==> src/rtl/tm1638_pkg.sv <==
// Shared constants, FSM state type and helpers for the TM1638 frame scheduler.
package tm1638_pkg;

  localparam logic [7:0] CMD_DATA_AUTO = 8'h40;
  localparam logic [7:0] CMD_ADDR0     = 8'hC0;
  localparam logic [7:0] CMD_CTRL_BASE = 8'h80;
  localparam int         NUM_GRIDS     = 16;

  typedef enum logic [2:0] {
    ST_IDLE = 3'd0,
    ST_MODE = 3'd1,
    ST_ADDR = 3'd2,
    ST_DATA = 3'd3,
    ST_CTRL = 3'd4
  } state_e;

  // c = {disp_on, bright}
  function automatic logic [7:0] ctrl_byte(input logic [3:0] c);
    return CMD_CTRL_BASE | {4'h0, c};
  endfunction

endpackage

==> src/rtl/tm1638_frame_sched_if.sv <==
// Byte handshake between the frame scheduler and the TM1638 serial engine.
interface tm1638_frame_sched_if;

  logic       tx_valid;
  logic       tx_ready;
  logic [7:0] tx_byte;
  logic       tx_last;

  modport master (
    output tx_valid,
    output tx_byte,
    output tx_last,
    input  tx_ready
  );

  modport slave (
    input  tx_valid,
    input  tx_byte,
    input  tx_last,
    output tx_ready
  );

endinterface

==> src/rtl/tm1638_refresh_tmr.sv <==
// Free-running refresh timer; expire is high for one cycle every REFRESH_DIV.
module tm1638_refresh_tmr #(
  parameter int REFRESH_DIV = 1_000_000
) (
  input  logic clk,
  input  logic rst,
  output logic expire
);

  localparam int TW = $clog2(REFRESH_DIV);
  localparam logic [TW-1:0] LOAD = TW'(REFRESH_DIV - 1);

  logic [TW-1:0] cnt_q;
  logic [TW-1:0] cnt_d;

  assign expire = (cnt_q == '0);

  always_comb begin
    cnt_d = expire ? LOAD : cnt_q - 1'b1;
  end

  always_ff @(posedge clk) begin
    if (!rst) cnt_q <= LOAD;
    else      cnt_q <= cnt_d;
  end

endmodule

==> src/rtl/tm1638_frame_sched.sv <==
// Arbitrates host, timer and control-change refreshes into TM1638 byte frames.
module tm1638_frame_sched
  import tm1638_pkg::*;
#(
  parameter int REFRESH_DIV = 1_000_000
) (
  input  logic                 clk,
  input  logic                 rst,
  input  logic                 upd_req,
  input  logic [127:0]         seg_data,
  input  logic                 disp_on,
  input  logic [2:0]           bright,
  tm1638_frame_sched_if.master tx,
  output logic                 busy,
  output logic                 frame_done,
  output logic [7:0]           frame_cnt
);

  localparam logic [3:0] LAST_IDX = 4'(NUM_GRIDS - 1);

  state_e       state_q, state_d;
  logic [3:0]   idx_q, idx_d;
  logic [127:0] seg_q, seg_d;
  logic [3:0]   snap_q, snap_d;
  logic [3:0]   sent_q, sent_d;
  logic         full_q, full_d;
  logic         pfull_q, pfull_d;
  logic         pctrl_q, pctrl_d;
  logic         valid_q, valid_d;
  logic [7:0]   byte_q, byte_d;
  logic         txl_q, txl_d;
  logic         busy_q, busy_d;
  logic         done_q, done_d;
  logic [7:0]   cnt_q, cnt_d;

  logic       expire;
  logic       fire;
  logic [3:0] ctrl_in;
  logic [3:0] ctrl_ref;
  logic [3:0] nxt;

  tm1638_refresh_tmr #(
    .REFRESH_DIV (REFRESH_DIV)
  ) u_tmr (
    .clk    (clk),
    .rst    (rst),
    .expire (expire)
  );

  assign fire    = valid_q & tx.tx_ready;
  assign ctrl_in = {disp_on, bright};
  assign nxt     = idx_q + 4'd1;
  // While a frame runs, its snapshot is what the display will end up with.
  assign ctrl_ref = busy_q ? snap_q : sent_q;

  always_comb begin
    state_d = state_q;
    idx_d   = idx_q;
    seg_d   = seg_q;
    snap_d  = snap_q;
    sent_d  = sent_q;
    full_d  = full_q;
    valid_d = valid_q;
    byte_d  = byte_q;
    txl_d   = txl_q;
    busy_d  = busy_q;
    done_d  = 1'b0;
    cnt_d   = cnt_q;
    pfull_d = pfull_q | upd_req | expire;
    pctrl_d = pctrl_q | (ctrl_in != ctrl_ref);
    unique case (state_q)
      ST_IDLE: begin
        if (pfull_q) begin
          state_d = ST_MODE;
          full_d  = 1'b1;
          seg_d   = seg_data;
          snap_d  = ctrl_in;
          valid_d = 1'b1;
          byte_d  = CMD_DATA_AUTO;
          txl_d   = 1'b1;
          busy_d  = 1'b1;
          pfull_d = upd_req | expire;
          pctrl_d = 1'b0;
        end else if (pctrl_q) begin
          state_d = ST_CTRL;
          full_d  = 1'b0;
          snap_d  = ctrl_in;
          valid_d = 1'b1;
          byte_d  = ctrl_byte(ctrl_in);
          txl_d   = 1'b1;
          busy_d  = 1'b1;
          pctrl_d = 1'b0;
        end
      end
      ST_MODE: begin
        if (fire) begin
          state_d = ST_ADDR;
          byte_d  = CMD_ADDR0;
          txl_d   = 1'b0;
        end
      end
      ST_ADDR: begin
        if (fire) begin
          state_d = ST_DATA;
          idx_d   = 4'd0;
          byte_d  = seg_q[7:0];
          txl_d   = 1'b0;
        end
      end
      ST_DATA: begin
        if (fire) begin
          if (idx_q == LAST_IDX) begin
            state_d = ST_CTRL;
            byte_d  = ctrl_byte(snap_q);
            txl_d   = 1'b1;
          end else begin
            idx_d  = nxt;
            byte_d = seg_q[{nxt, 3'b000} +: 8];
            txl_d  = (nxt == LAST_IDX);
          end
        end
      end
      ST_CTRL: begin
        if (fire) begin
          state_d = ST_IDLE;
          valid_d = 1'b0;
          txl_d   = 1'b0;
          busy_d  = 1'b0;
          done_d  = 1'b1;
          sent_d  = snap_q;
          if (full_q) cnt_d = cnt_q + 8'd1;
        end
      end
      default: state_d = ST_IDLE;
    endcase
  end

  always_ff @(posedge clk) begin
    if (!rst) begin
      state_q <= ST_IDLE;
      idx_q   <= '0;
      seg_q   <= '0;
      snap_q  <= '0;
      sent_q  <= '0;
      full_q  <= 1'b0;
      pfull_q <= 1'b1;
      pctrl_q <= 1'b0;
      valid_q <= 1'b0;
      byte_q  <= '0;
      txl_q   <= 1'b0;
      busy_q  <= 1'b0;
      done_q  <= 1'b0;
      cnt_q   <= '0;
    end else begin
      state_q <= state_d;
      idx_q   <= idx_d;
      seg_q   <= seg_d;
      snap_q  <= snap_d;
      sent_q  <= sent_d;
      full_q  <= full_d;
      pfull_q <= pfull_d;
      pctrl_q <= pctrl_d;
      valid_q <= valid_d;
      byte_q  <= byte_d;
      txl_q   <= txl_d;
      busy_q  <= busy_d;
      done_q  <= done_d;
      cnt_q   <= cnt_d;
    end
  end

  // Reset aborts the transaction: valid drops without waiting for the edge.
  assign tx.tx_valid = valid_q & rst;
  assign tx.tx_byte  = byte_q;
  assign tx.tx_last  = txl_q;
  assign busy        = busy_q;
  assign frame_done  = done_q;
  assign frame_cnt   = cnt_q;

endmodule

==> src/flat_wrapper.sv <==
// flat-port wrapper written by rule: the top's interface ports become plain ports
module tm1638_frame_sched_flat import tm1638_pkg::*;
#(
  parameter int REFRESH_DIV = 1_000_000
)
  (clk, rst, upd_req, seg_data, disp_on, bright, busy, frame_done, frame_cnt, tx_tx_valid, tx_tx_byte, tx_tx_last, tx_tx_ready);
  tm1638_frame_sched_if tx_i ();
  input  logic clk;
  input  logic rst;
  input  logic upd_req;
  input  logic [127:0] seg_data;
  input  logic disp_on;
  input  logic [2:0] bright;
  output logic busy;
  output logic frame_done;
  output logic [7:0] frame_cnt;
  output wire logic [$bits(tx_i.tx_valid)-1:0] tx_tx_valid;
  output wire logic [$bits(tx_i.tx_byte)-1:0] tx_tx_byte;
  output wire logic [$bits(tx_i.tx_last)-1:0] tx_tx_last;
  input wire logic [$bits(tx_i.tx_ready)-1:0] tx_tx_ready;
  assign tx_tx_valid = tx_i.tx_valid;
  assign tx_tx_byte = tx_i.tx_byte;
  assign tx_tx_last = tx_i.tx_last;
  assign tx_i.tx_ready = tx_tx_ready;
  tm1638_frame_sched #(.REFRESH_DIV(REFRESH_DIV)) u_core (.clk(clk), .rst(rst), .upd_req(upd_req), .seg_data(seg_data), .disp_on(disp_on), .bright(bright), .tx(tx_i), .busy(busy), .frame_done(frame_done), .frame_cnt(frame_cnt));
endmodule
==> config.mk <==
export PLATFORM = sky130hd
export DESIGN_NAME = tm1638_frame_sched_flat
export DESIGN_NICKNAME = d
export VERILOG_FILES = /design/src/rtl/tm1638_pkg.sv /design/src/rtl/tm1638_frame_sched_if.sv /design/src/rtl/tm1638_refresh_tmr.sv /design/src/rtl/tm1638_frame_sched.sv /design/src/flat_wrapper.sv
export SDC_FILE = /design/constraint.sdc
export NUM_CORES = 1
export LEC_CHECK = 0
export ABC_AREA = 1
export CORE_MARGIN = 3
export CORE_UTILIZATION = 53
export DETAILED_ROUTE_END_ITERATION = 7
export GPL_TIMING_DRIVEN = 1
export PLACE_DENSITY = 0.81
export SYNTH_ARGS = -nofsm -noshare
export SYNTH_HDL_FRONTEND = slang
export SYNTH_SLANG_ARGS = --single-unit
==> constraint.sdc <==
create_clock -name clk -period 2.7 [get_ports clk]
set_clock_uncertainty 0.2 [all_clocks]
set_input_delay 0.405 -clock clk [delete_from_list [all_inputs] [get_ports clk]]
set_output_delay 0.405 -clock clk [all_outputs]
set_load 0.05 [all_outputs]
==> metrics.yaml <==
outcome: "completed"
worst-path-buf-inv: 1
cts_hold_buf: 0
dr.pass1.iters: 5
cts_buffer_depth: 2
cts.sinks: 185
synth_nets: 1330
htree_levels: 4
syn_to_final_growth_pct: 26.2
critPathMaxStageDelay_ps: 870
vias: 8206
relSlewSlack_pct: 63.7
setup_viol: 0
rsz0062_at_grt: "no"
end_kind: "output port"
synth_seq_area_share_pct: 43.9
instances_no_fill: 1538
grt_util_all_layers_pct: 26.9
viasPerCell: 5.34
crit_family: "buffers and inverters"
synth_area_leaders: "dfxtp_1 (44%), o21ai_0 (9.1%), nand2_1 (8.9%), a21oi_1 (8.8%), nand3_1 (6.8%)"
path_clk_slew_ps: 70
grt_antenna_before_repair: 0
dpl.cell_count: 1507
synth_cell_type_count: 38
cp_slowest_cell: "clkdlybuf4s50_1"
grt_pass1_wl_mm: 38.7
syn_avg_cell_area_sq_um: 7.09
rows: 45
layout-drive-gt1-share_pct: 6.41
dieArea_sq_um: 17500
ir_drop_uv: 573
finalCritPeriodShare_pct: 89.5
n_antenna_cell: 0
synth_most_common_cell: "nand2_1"
coreArea_sq_um: 15400
hpwl_mm: 16.9
chipWidth_um: 132
port_buffers: 155
worstSetupStartpointType: "flop"
ys_top_cells_by_count: "nand2_1 (200), dfxtp_1 (185), o21ai_0 (154)"
ant_nets: 0
synth.ff_latch_count: 185
grt_pass1_vias: 7845
p_leak_nw: 4.43
yosysTopAreaCellShare_pct: 43.9
die_y_um: 132
synth_cells: 1190
tns_ps: 0
io_pins: 156
worst-slew-pin-transition_ps: 541
wl_mm: 23.6
cts-resized-gates: 0
wl_per_cell_um: 15.4
cp_cell_sequence: "clkdlybuf4s50_1"
clk_latency_ps: 430
ys_warn_count: 0
power.density_nw_per_um2: 954
hold_class: "in2reg"
nets: 1455
worst_ep_required_time_ps: 2100
synth_edf_count: 0
cts_made_buffers: 17
start_util_pct: 54.9
maxCapViolations: 0
path_max_fanout: 11
fin_crit_ps: 2420
n_fill_cell: 1331
cts_setup_buffers: 0
synth_area_sq_um: 8440
overflow: 0
final_max_slew_viol_count: 0
hold_violations: 0
arrival_ps: 1810
fin_util_pct: 69.3
first_iter_violations: 742
cts-root-buf: "clkbuf_16"
fmax_ghz: 0.414
synth_flop_cell: "dfxtp_1"
remaining_drc_errors: 0
async_flop_share_pct: 0
tritoncts: "built"
crit_type: "reg2out"
synth_top_area_cell: "dfxtp_1"
gp_congestion: 0.886
grt_max_degree: 97
-- kinds of logic after synthesis --
| kind of cell | share of synthesized area, % |
|---|---|
| AOI/OAI and AO/OA | 20.2 |
| xor gates and xnor gates | 2.24 |
| adders and majority gates | 0.593 |
| buffers and inverters | 11.3 |
| DFF | 43.9 |
| and+or+nand+nor | 21.8 |
-- through the flow --
| stage | hold WS (ps) | instance area, sq um | total power (W) | setup WS [ps] |
|---|---|---|---|---|
| finish | 82.5 | 10700 | 0.0102 | 284 |
| global route | 89.3 | 10700 | 0.0109 | 185 |
| CTS | 76.9 | 10700 | 0.0102 | 254 |
| detailed placement | 179 | 10100 | 0.00780 | 415 |
| global placement | 175 | 10100 | 0.00771 | 450 |
| floorplan | 166 | 8440 | 0.00666 | 376 |
-- report_power, final --
part	switching, W	internal, W
Sequential	0.000340	0.00365
Clock	0.00106	0.00131
Combinational	0.00252	0.00129
Total	0.00391	0.00625
-- layout make-up --
class                      instances  area [sq um]  share of cell area [%]
clock buffer                      19           453                    4.25
multi-input combinational        774          3780                    35.5
inverter                         162           613                    5.76
tap                              211           264                    2.48
timing repair buffer             175          1730                    16.3
clock inverter                    12           101                   0.951
sequential                       185          3700                    34.8
-- path summary, 6_finish.rpt --
kind | start | to | slack (ps) | cells after the start
worst max-delay path | u_core.busy | busy | 280 | 1
worst min-delay path | rst | u_core.frame_cnt[3] | 80 | 3
worst max register to register | u_core.idx_q[0] | u_core.tx.tx_byte[0] | 400 | 12
worst min register to register | u_core.u_tmr.cnt_q[0] | u_core.u_tmr.cnt_q[0] | 190 | 1
-- routing by layer --
layer	share of wire [%]	wire [um]	vias to the layer above	track usage (%)
li1	-	-	4122	-
met1	43	10300	3718	34.9
met2	47	11000	325	44.2
met3	7.5	1780	41	6.91
met4	2.4	556	0	8.49
met5	0	0	-	0
-- layout by cell type (no fill, tap or decap), types with 11 or more instances in the layout --
cell type | netlist | layout
dfxtp_1 | 185 | 184
inv_1 | 151 | 151
o21ai_0 | 154 | 154
nand3_1 | 114 | 114
buf_4 | 2 | 19
nor2_1 | 72 | 72
nand2_1 | 200 | 200
o21ai_1 | 11 | 11
a21oi_1 | 149 | 149
clkbuf_16 | 0 | 17
clkdlybuf4s50_1 | 0 | 153
-- sequential cells by signal (all words and copies together), names as in the netlist --
signal / cells
u_core.busy: 1
u_core.frame_cnt: 8
u_core.frame_done: 1
u_core.full_q: 1
u_core.idx_q: 4
u_core.pctrl_q: 1
u_core.pfull_q: 1
u_core.seg_q: 128
u_core.sent_q: 4
u_core.snap_q: 4
u_core.state_q: 3
u_core.tx.tx_byte: 8
u_core.tx.tx_last: 1
u_core.u_tmr.cnt_q: 20
No activity file was read; power rests on OpenSTA's default activity.
